[config.mk]
export PLATFORM = sky130hd
export DESIGN_NAME = fetch_unit
export DESIGN_NICKNAME = d
export VERILOG_FILES = /design/src/rtl/fetch_unit.sv
export SDC_FILE = /design/constraint.sdc
export NUM_CORES = 1
export LEC_CHECK = 0
export ABC_AREA = 1
export BUFFER_PORTS_ARGS = -buffer_cell sky130_fd_sc_hd__buf_2
export CAP_MARGIN = 20
export CORE_MARGIN = 4
export CORE_UTILIZATION = 50
export DETAILED_ROUTE_END_ITERATION = 7
export GPL_ROUTABILITY_DRIVEN = 0
export HOLD_SLACK_MARGIN = 0.03
export PLACE_DENSITY = 0.77
export SLEW_MARGIN = 20
export SYNTH_ARGS = -nofsm -noshare
export SYNTH_HDL_FRONTEND = slang
export SYNTH_SLANG_ARGS = --single-unit
[constraint.sdc]
create_clock -name clk -period 6.1 [get_ports clk]
set_clock_uncertainty 0.05 [all_clocks]
set_input_delay 0.305 -clock clk [delete_from_list [all_inputs] [get_ports clk]]
set_output_delay 0.305 -clock clk [all_outputs]
set_load 0.01 [all_outputs]
[src/rtl/fetch_unit.sv]
// Instruction-fetch stage: owns the PC, issues imem reads, loads IF/ID, and
// redirects on taken branches/jumps resolved in ID (draining a busy fetch first).
module fetch_unit #(
  parameter logic [31:0] RESET_PC = 32'h0040_0000
) (
  input  logic        clk,
  input  logic        reset,
  input  logic        BranchEQ,
  input  logic        BranchNE,
  input  logic        Jump,
  input  logic        JumpReg,
  input  logic        Zero,
  input  logic [31:0] BranchOffset,
  input  logic [25:0] JumpTarget,
  input  logic [31:0] RegJumpAddr,
  input  logic        Stall,
  input  logic        ImemReady,
  input  logic [31:0] ImemRdata,
  output logic        ImemReq,
  output logic [31:0] ImemAddr,
  output logic [31:0] IF_ID_Instr,
  output logic [31:0] IF_ID_PC4,
  output logic        IF_ID_Valid
);

  localparam int unsigned XLEN = 32;

  typedef enum logic [0:0] {
    ST_RUN   = 1'b0,
    ST_DRAIN = 1'b1
  } state_t;

  state_t            state_q;
  state_t            state_d;
  logic [XLEN-1:0]   pc_q;
  logic [XLEN-1:0]   pending_q;
  logic [XLEN-1:0]   instr_q;
  logic [XLEN-1:0]   pc4_q;
  logic              valid_q;

  logic [XLEN-1:0]   pc_plus4;
  logic [XLEN-1:0]   jr_target;
  logic [XLEN-1:0]   j_target;
  logic [XLEN-1:0]   br_target;
  logic [XLEN-1:0]   target;
  logic              taken;
  logic              redirect;

  logic              imem_req;
  logic              load_fetch;
  logic              load_target;
  logic              load_pending;
  logic              load_drain;
  logic              clear_valid;
  logic              unused_bits;

  // Low target bits are dropped so the PC stays word-aligned.
  assign pc_plus4  = pc_q + XLEN'(4);
  assign jr_target = {RegJumpAddr[31:2], 2'b00};
  assign j_target  = {pc4_q[31:28], JumpTarget, 2'b00};
  assign br_target = pc4_q + {BranchOffset[29:0], 2'b00};

  always_comb begin
    target = br_target;
    if (JumpReg) begin
      target = jr_target;
    end else if (Jump) begin
      target = j_target;
    end
  end

  assign taken    = (BranchEQ & Zero) | (BranchNE & ~Zero) | Jump | JumpReg;
  assign redirect = (state_q == ST_RUN) & valid_q & ~Stall & taken;

  assign unused_bits = ^{RegJumpAddr[1:0], BranchOffset[31:30]};

  // State register.
  always_ff @(posedge clk) begin
    if (reset) begin
      state_q <= ST_RUN;
    end else begin
      state_q <= state_d;
    end
  end

  // Next-state logic: a redirect against a busy memory waits in DRAIN.
  always_comb begin
    state_d = state_q;
    case (state_q)
      ST_RUN: begin
        if (redirect && !ImemReady) begin
          state_d = ST_DRAIN;
        end
      end
      ST_DRAIN: begin
        if (ImemReady) begin
          state_d = ST_RUN;
        end
      end
      default: state_d = ST_RUN;
    endcase
  end

  // Output decode: request line and datapath load strobes.
  always_comb begin
    imem_req     = ~reset;
    load_fetch   = 1'b0;
    load_target  = 1'b0;
    load_pending = 1'b0;
    load_drain   = 1'b0;
    clear_valid  = 1'b0;
    case (state_q)
      ST_RUN: begin
        if (redirect) begin
          clear_valid = 1'b1;
          if (ImemReady) begin
            load_target = 1'b1;
          end else begin
            load_pending = 1'b1;
          end
        end else if (!Stall) begin
          if (ImemReady) begin
            load_fetch = 1'b1;
          end else begin
            clear_valid = 1'b1;
          end
        end
      end
      ST_DRAIN: begin
        clear_valid = 1'b1;
        load_drain  = ImemReady;
      end
      default: clear_valid = 1'b1;
    endcase
  end

  // PC, pending target and IF/ID register.
  always_ff @(posedge clk) begin
    if (reset) begin
      pc_q      <= RESET_PC;
      pending_q <= '0;
      instr_q   <= '0;
      pc4_q     <= '0;
      valid_q   <= 1'b0;
    end else begin
      if (load_fetch) begin
        instr_q <= ImemRdata;
        pc4_q   <= pc_plus4;
        valid_q <= 1'b1;
        pc_q    <= pc_plus4;
      end else if (clear_valid) begin
        valid_q <= 1'b0;
      end
      if (load_target) begin
        pc_q <= target;
      end
      if (load_pending) begin
        pending_q <= target;
      end
      if (load_drain) begin
        pc_q <= pending_q;
      end
    end
  end

  assign ImemReq     = imem_req;
  assign ImemAddr    = pc_q;
  assign IF_ID_Instr = instr_q;
  assign IF_ID_PC4   = pc4_q;
  assign IF_ID_Valid = valid_q;

endmodule

# After elaboration in Yosys (flattened, before gate mapping)
# Index checks and enable logic that the tools add are counted.
# op_classes
muxes	22
bitwise	12
n_reduce_logical	4
addsub	2
# op_table
cell	n
2-to-1 mux 32 bit	5
adder 32 x 3 -> 32 bit, second input constant	1
adder 32 bit	1
2-to-1 mux 1 bit	15
bitwise AND 1 bit	5
NOT 1 bit	4
one-hot mux 1 bit (2 select lines)	2
bitwise OR 1 bit	3
nonzero test 3 bit	1
nonzero test 2 bit	1
logical AND 1 bit	1
logical NOT 1 bit	1
# totals
reg_bits	130
elab_cells	46
output_inout_bits	98
inputBits	131

# Depth between registers and ports, before layout
# depth
word_depth	11
mapped_depth	16
depth_no_buf	16

# Worst setup path before layout
# OpenSTA, ideal clock, no wires.
# synth_timing
kind	register -> register
start	register pc4_q[2], in the netlist IF_ID_PC4[2]
end	register pending_q[30]
n_path_buf	0
arrival_time_ns	1.941
path_slack_ns	3.994
stages_incl_launch_ff	17
setup_time_ns	0.115
path_cell_list	dfxtp_1 ha_1 fa_1 nand2_1 inv_1 nand2_1 nand3_1 nand3_1 nand3b_1 nand2_1 nand2_1 nand2_1 nand3_1 nand2_1 nand2_1 o21ai_0 inv_1
# synth_via
elab_chain_len	3
# synth_lines
element	line_no	source
from (decl)	38	logic [XLEN-1:0] pc4_q;
from (signal assigned)	148	pc4_q <= pc_plus4;
adder 32 bit	61	assign br_target = pc4_q + {BranchOffset[29:0], 2'b00};
2-to-1 mux 32 bit	67	end else if (Jump) begin
2-to-1 mux 32 bit	65	if (JumpReg) begin
to (signal assigned)	158	pending_q <= target;
to (decl)	36	logic [XLEN-1:0] pending_q;
# No other way between the ends.
# A chain may end at the register's enable or synchronous reset.

# Worst setup path in the final report
# layout_timing
start	register state_q
end	register pc_q[28], in the netlist ImemAddr[28]
# layout_via
elab_chain_len	8
elab_cells_between_ends	12
cone_classes	7 x mux; 4 x bitwise; 1 x reduce/logical
# layout_lines
element	line_no	source
from (decl)	33	state_t state_q;
from (signal assigned)	82	state_q <= state_d;
NOT 1 bit	--	
bitwise AND 1 bit (3 in a row)	73	assign redirect = (state_q == ST_RUN) & valid_q & ~Stall & taken;
2-to-1 mux 1 bit	114	if (redirect) begin
2-to-1 mux 1 bit	112	case (state_q)
2-to-1 mux 32 bit	154	if (load_target) begin
2-to-1 mux 32 bit	160	if (load_drain) begin
to (signal assigned)	150	pc_q <= pc_plus4;
to (signal assigned)	155	pc_q <= target;
to (signal assigned)	161	pc_q <= pending_q;
to (decl)	35	logic [XLEN-1:0] pc_q;
# Several ways; a longest one is shown, not always the timed one.

==> key figures <==
Critical path
  • Crit-path max FO: 20
  • Startpoint types: register
  • CP Cell Sequence: nand2_1 -> inv_1 -> nor2_1 -> buf_4 -> inv_2 -> o22ai_1 -> a21oi_1 -> a21oi_1
  • Crit path DAT: 3.12 ns
  • CP endpoint kind: register
  • Worst path depth: 8
  • Most Frequent Cell on Critical Path: a21oi_1
  • Worst path bufs/invs: 3
  • Req. time, crit path: 6.32 ns
  • WS Path Type: register to register
  • Reg2Reg Depth: 8
  • Delay-heaviest family, CP: buffers and inverters
  • CP peak stage delay: 0.72 ns
  • Worst path slowest cell: inv_1

Synth
  • Cell with the most instances after synthesis: nand2_1
  • Post-synth top area cell: dfxtp_1
  • Synth Instances: 1374
  • Post-synth top cells: nand2_1, nor2_1, inv_1
  • Synthesized area: 8440 µm²
  • Syn. warnings: 0
  • Synth top area share: 30.8%
  • Number of flops mapped to enable cells by yosys: 0
  • Post-Syn Nets: 1536
  • Asr flop ratio synth: 0%
  • Netlist cell types: 39
  • Post-synthesis sequential area ratio: 30.8%
  • Largest cells by area after synthesis: dfxtp_1, nand2_1, nor2_1
  • Main flop type after synthesis: dfxtp_1
  • Mean Syn Cell Area: 6.14 µm²
  • #FFs+latches synth: 130

Job
  • Max-Cap Viols: 0

Global route
  • Grt ovf: 0
  • Largest net degree at the start of global routing: 76
  • Vias in the first global route: 8672
  • Initial antenna violation count: 0
  • First-pass GRT wire length: 43200 µm
  • Overall routing resource usage: 28.9%

Place
  • IO Port Bufs: 224
  • DP HPWL: 21200 µm
  • Placed cell area: 9630 µm²

STA
  • Period minus WS final: 2.90 ns
  • Final setup viols: 0
  • RSZ-0062 raised after global routing: false
  • Pins over their slew limit: 0
  • Final Hold Violating Endpoints: 0
  • Total negative slack: 0 ns
  • Period utilization: 47.5%
  • Max-slew headroom: 40.8%
  • Measured slew at the worst slew-check pin: 0.886 ns
  • Max Freq: 345 MHz

Die
  • IO Pins: 229
  • Site Rows: 47
  • Core Box Area: 16600 µm²
  • Die Y: 138 µm
  • Die area: 19000 µm²
  • Starting Density: 50.9%
  • Die width: 138 µm

Power and ir drop
  • Seq pwr share: 38.9%
  • Leak pwr: 5.28 nW
  • Sw Share: 31.2%
  • Combinational share of power: 16.7%
  • Switch Pwr: 732 µW
  • Peak VDD IR: 0.185 mV
  • Power per cell area: 229 nW/µm²
  • P_int: 1.62 mW
  • Post-route total power: 2.35 mW
  • Clock network fraction of design power: 44.5%

Layout
  • Fillers: 1634
  • Post-route cell area: 10200 µm²
  • Area growth syn-to-layout: 21.3%
  • Antenna Cells: 0
  • Ratio of cells with drive above 1 in the final layout: 17.8%
  • Nets@finish: 1729
  • Final core utilization: 61.7%

Route
  • Total Wirelength: 28300 µm
  • # DRC: 0
  • WL/cell: 15.7 µm
  • Final ANT Viol Nets: 0
  • Drt pass-1 iters: 6
  • Vias: 9651
  • Initial DRC Count: 837
  • Vias per cell: 5.36

Clocking
  • CTS tree: built
  • Root buf cell: clkbuf_16
  • CTS buffer count: 17
  • Hold-fix buffers, CTS: 0
  • Post-CTS Resized: 0
  • TritonCTS Sinks: 130
  • Setup Buffers After CTS: 0
  • Clock latency on the worst-skew pair: 0.43 ns
  • H-tree lvl count: 4
  • Worst-path clk slew: 0.06 ns
  • CTS Buffer Depth: 2

Min path
  • Worst hold stages: 2
  • Hold Path Class: primary input to register

Outcome
  • Status: complete, no violations
-- placed cells by master, fill, tap and decap left out, types with 7 or more instances in the layout --
master,count
buf_4,7
o22ai_1,15
o21bai_1,10
ha_1,30
nor2_1,204
nor3_1,13
buf_2,224
clkbuf_16,17
nand3_1,65
o21ai_0,115
a21oi_1,110
nand2_1,340
dfxtp_1,130
o21a_1,8
inv_1,183
nand4_1,10
xor2_1,27
-- kinds of logic (layout without fill, tap and decap cells) --
logic type | Yosys count | in the layout | share of synthesized area (%)
simple gates | 651 | 651 | 31.2
compound gates | 284 | 284 | 18.4
buf+inv | 246 | 452 | 11.5
flops | 130 | 130 | 30.8
xor+xnor | 32 | 32 | 3.32
fa+ha+maj | 31 | 31 | 4.69
-- routing by layer --
layer  vias to the layer above  routed length (µm)  GRT usage, %
met1                      4333               11400          36.9
li1                       4784                   -             -
met2                       454               12900          47.2
met4                         0                1010          11.8
met5                         -                   0             0
met3                        80                2950          6.64
-- cell type report --
type	instances	area, µm²	area share [%]
repair buffers	231	1170	11.5
clock inverters	15	183	1.78
clock buffers	17	425	4.16
multi-input cells	998	4870	47.5
well taps	220	275	2.69
inverters	189	709	6.93
flip-flops and latches	130	2600	25.4
-- power by group through the flow --
stage / combinational, mW / clock [mW] / sequential (mW)
after floorplan: 0.232 / 0 / 0.938
after global placement: 0.380 / 0 / 0.930
after detailed placement: 0.384 / 0 / 0.931
after CTS: 0.387 / 1.05 / 0.912
after global routing: 0.438 / 1.09 / 0.916
final: 0.391 / 1.04 / 0.913
-- per-stage QoR --
step                      hold slack (ns)  instances  setup WS, ns
after CTS                          0.0314       1800          3.28
after global placement              0.408       1768          3.26
after floorplan                     0.334       1374          3.99
after global routing               0.0411       1800          3.02
after detailed placement            0.416       1768          3.28
final                              0.0404       1800          3.20
-- path summary, 6_finish.rpt --
check        slack (ns)              end             from
max reg2reg        3.20     ImemAddr[28]          state_q
min                0.04          state_q        ImemReady
max                3.20     ImemAddr[28]          state_q
min reg2reg        0.43  IF_ID_Instr[27]  IF_ID_Instr[27]
-- state kept, by name, indices dropped and copies added, names as in the netlist --
| name | cells |
|---|---|
| pending_q | 32 |
| IF_ID_PC4 | 32 |
| ImemAddr | 32 |
| IF_ID_Valid | 1 |
| state_q | 1 |
| IF_ID_Instr | 32 |
(Power assumes the default switching activity.)
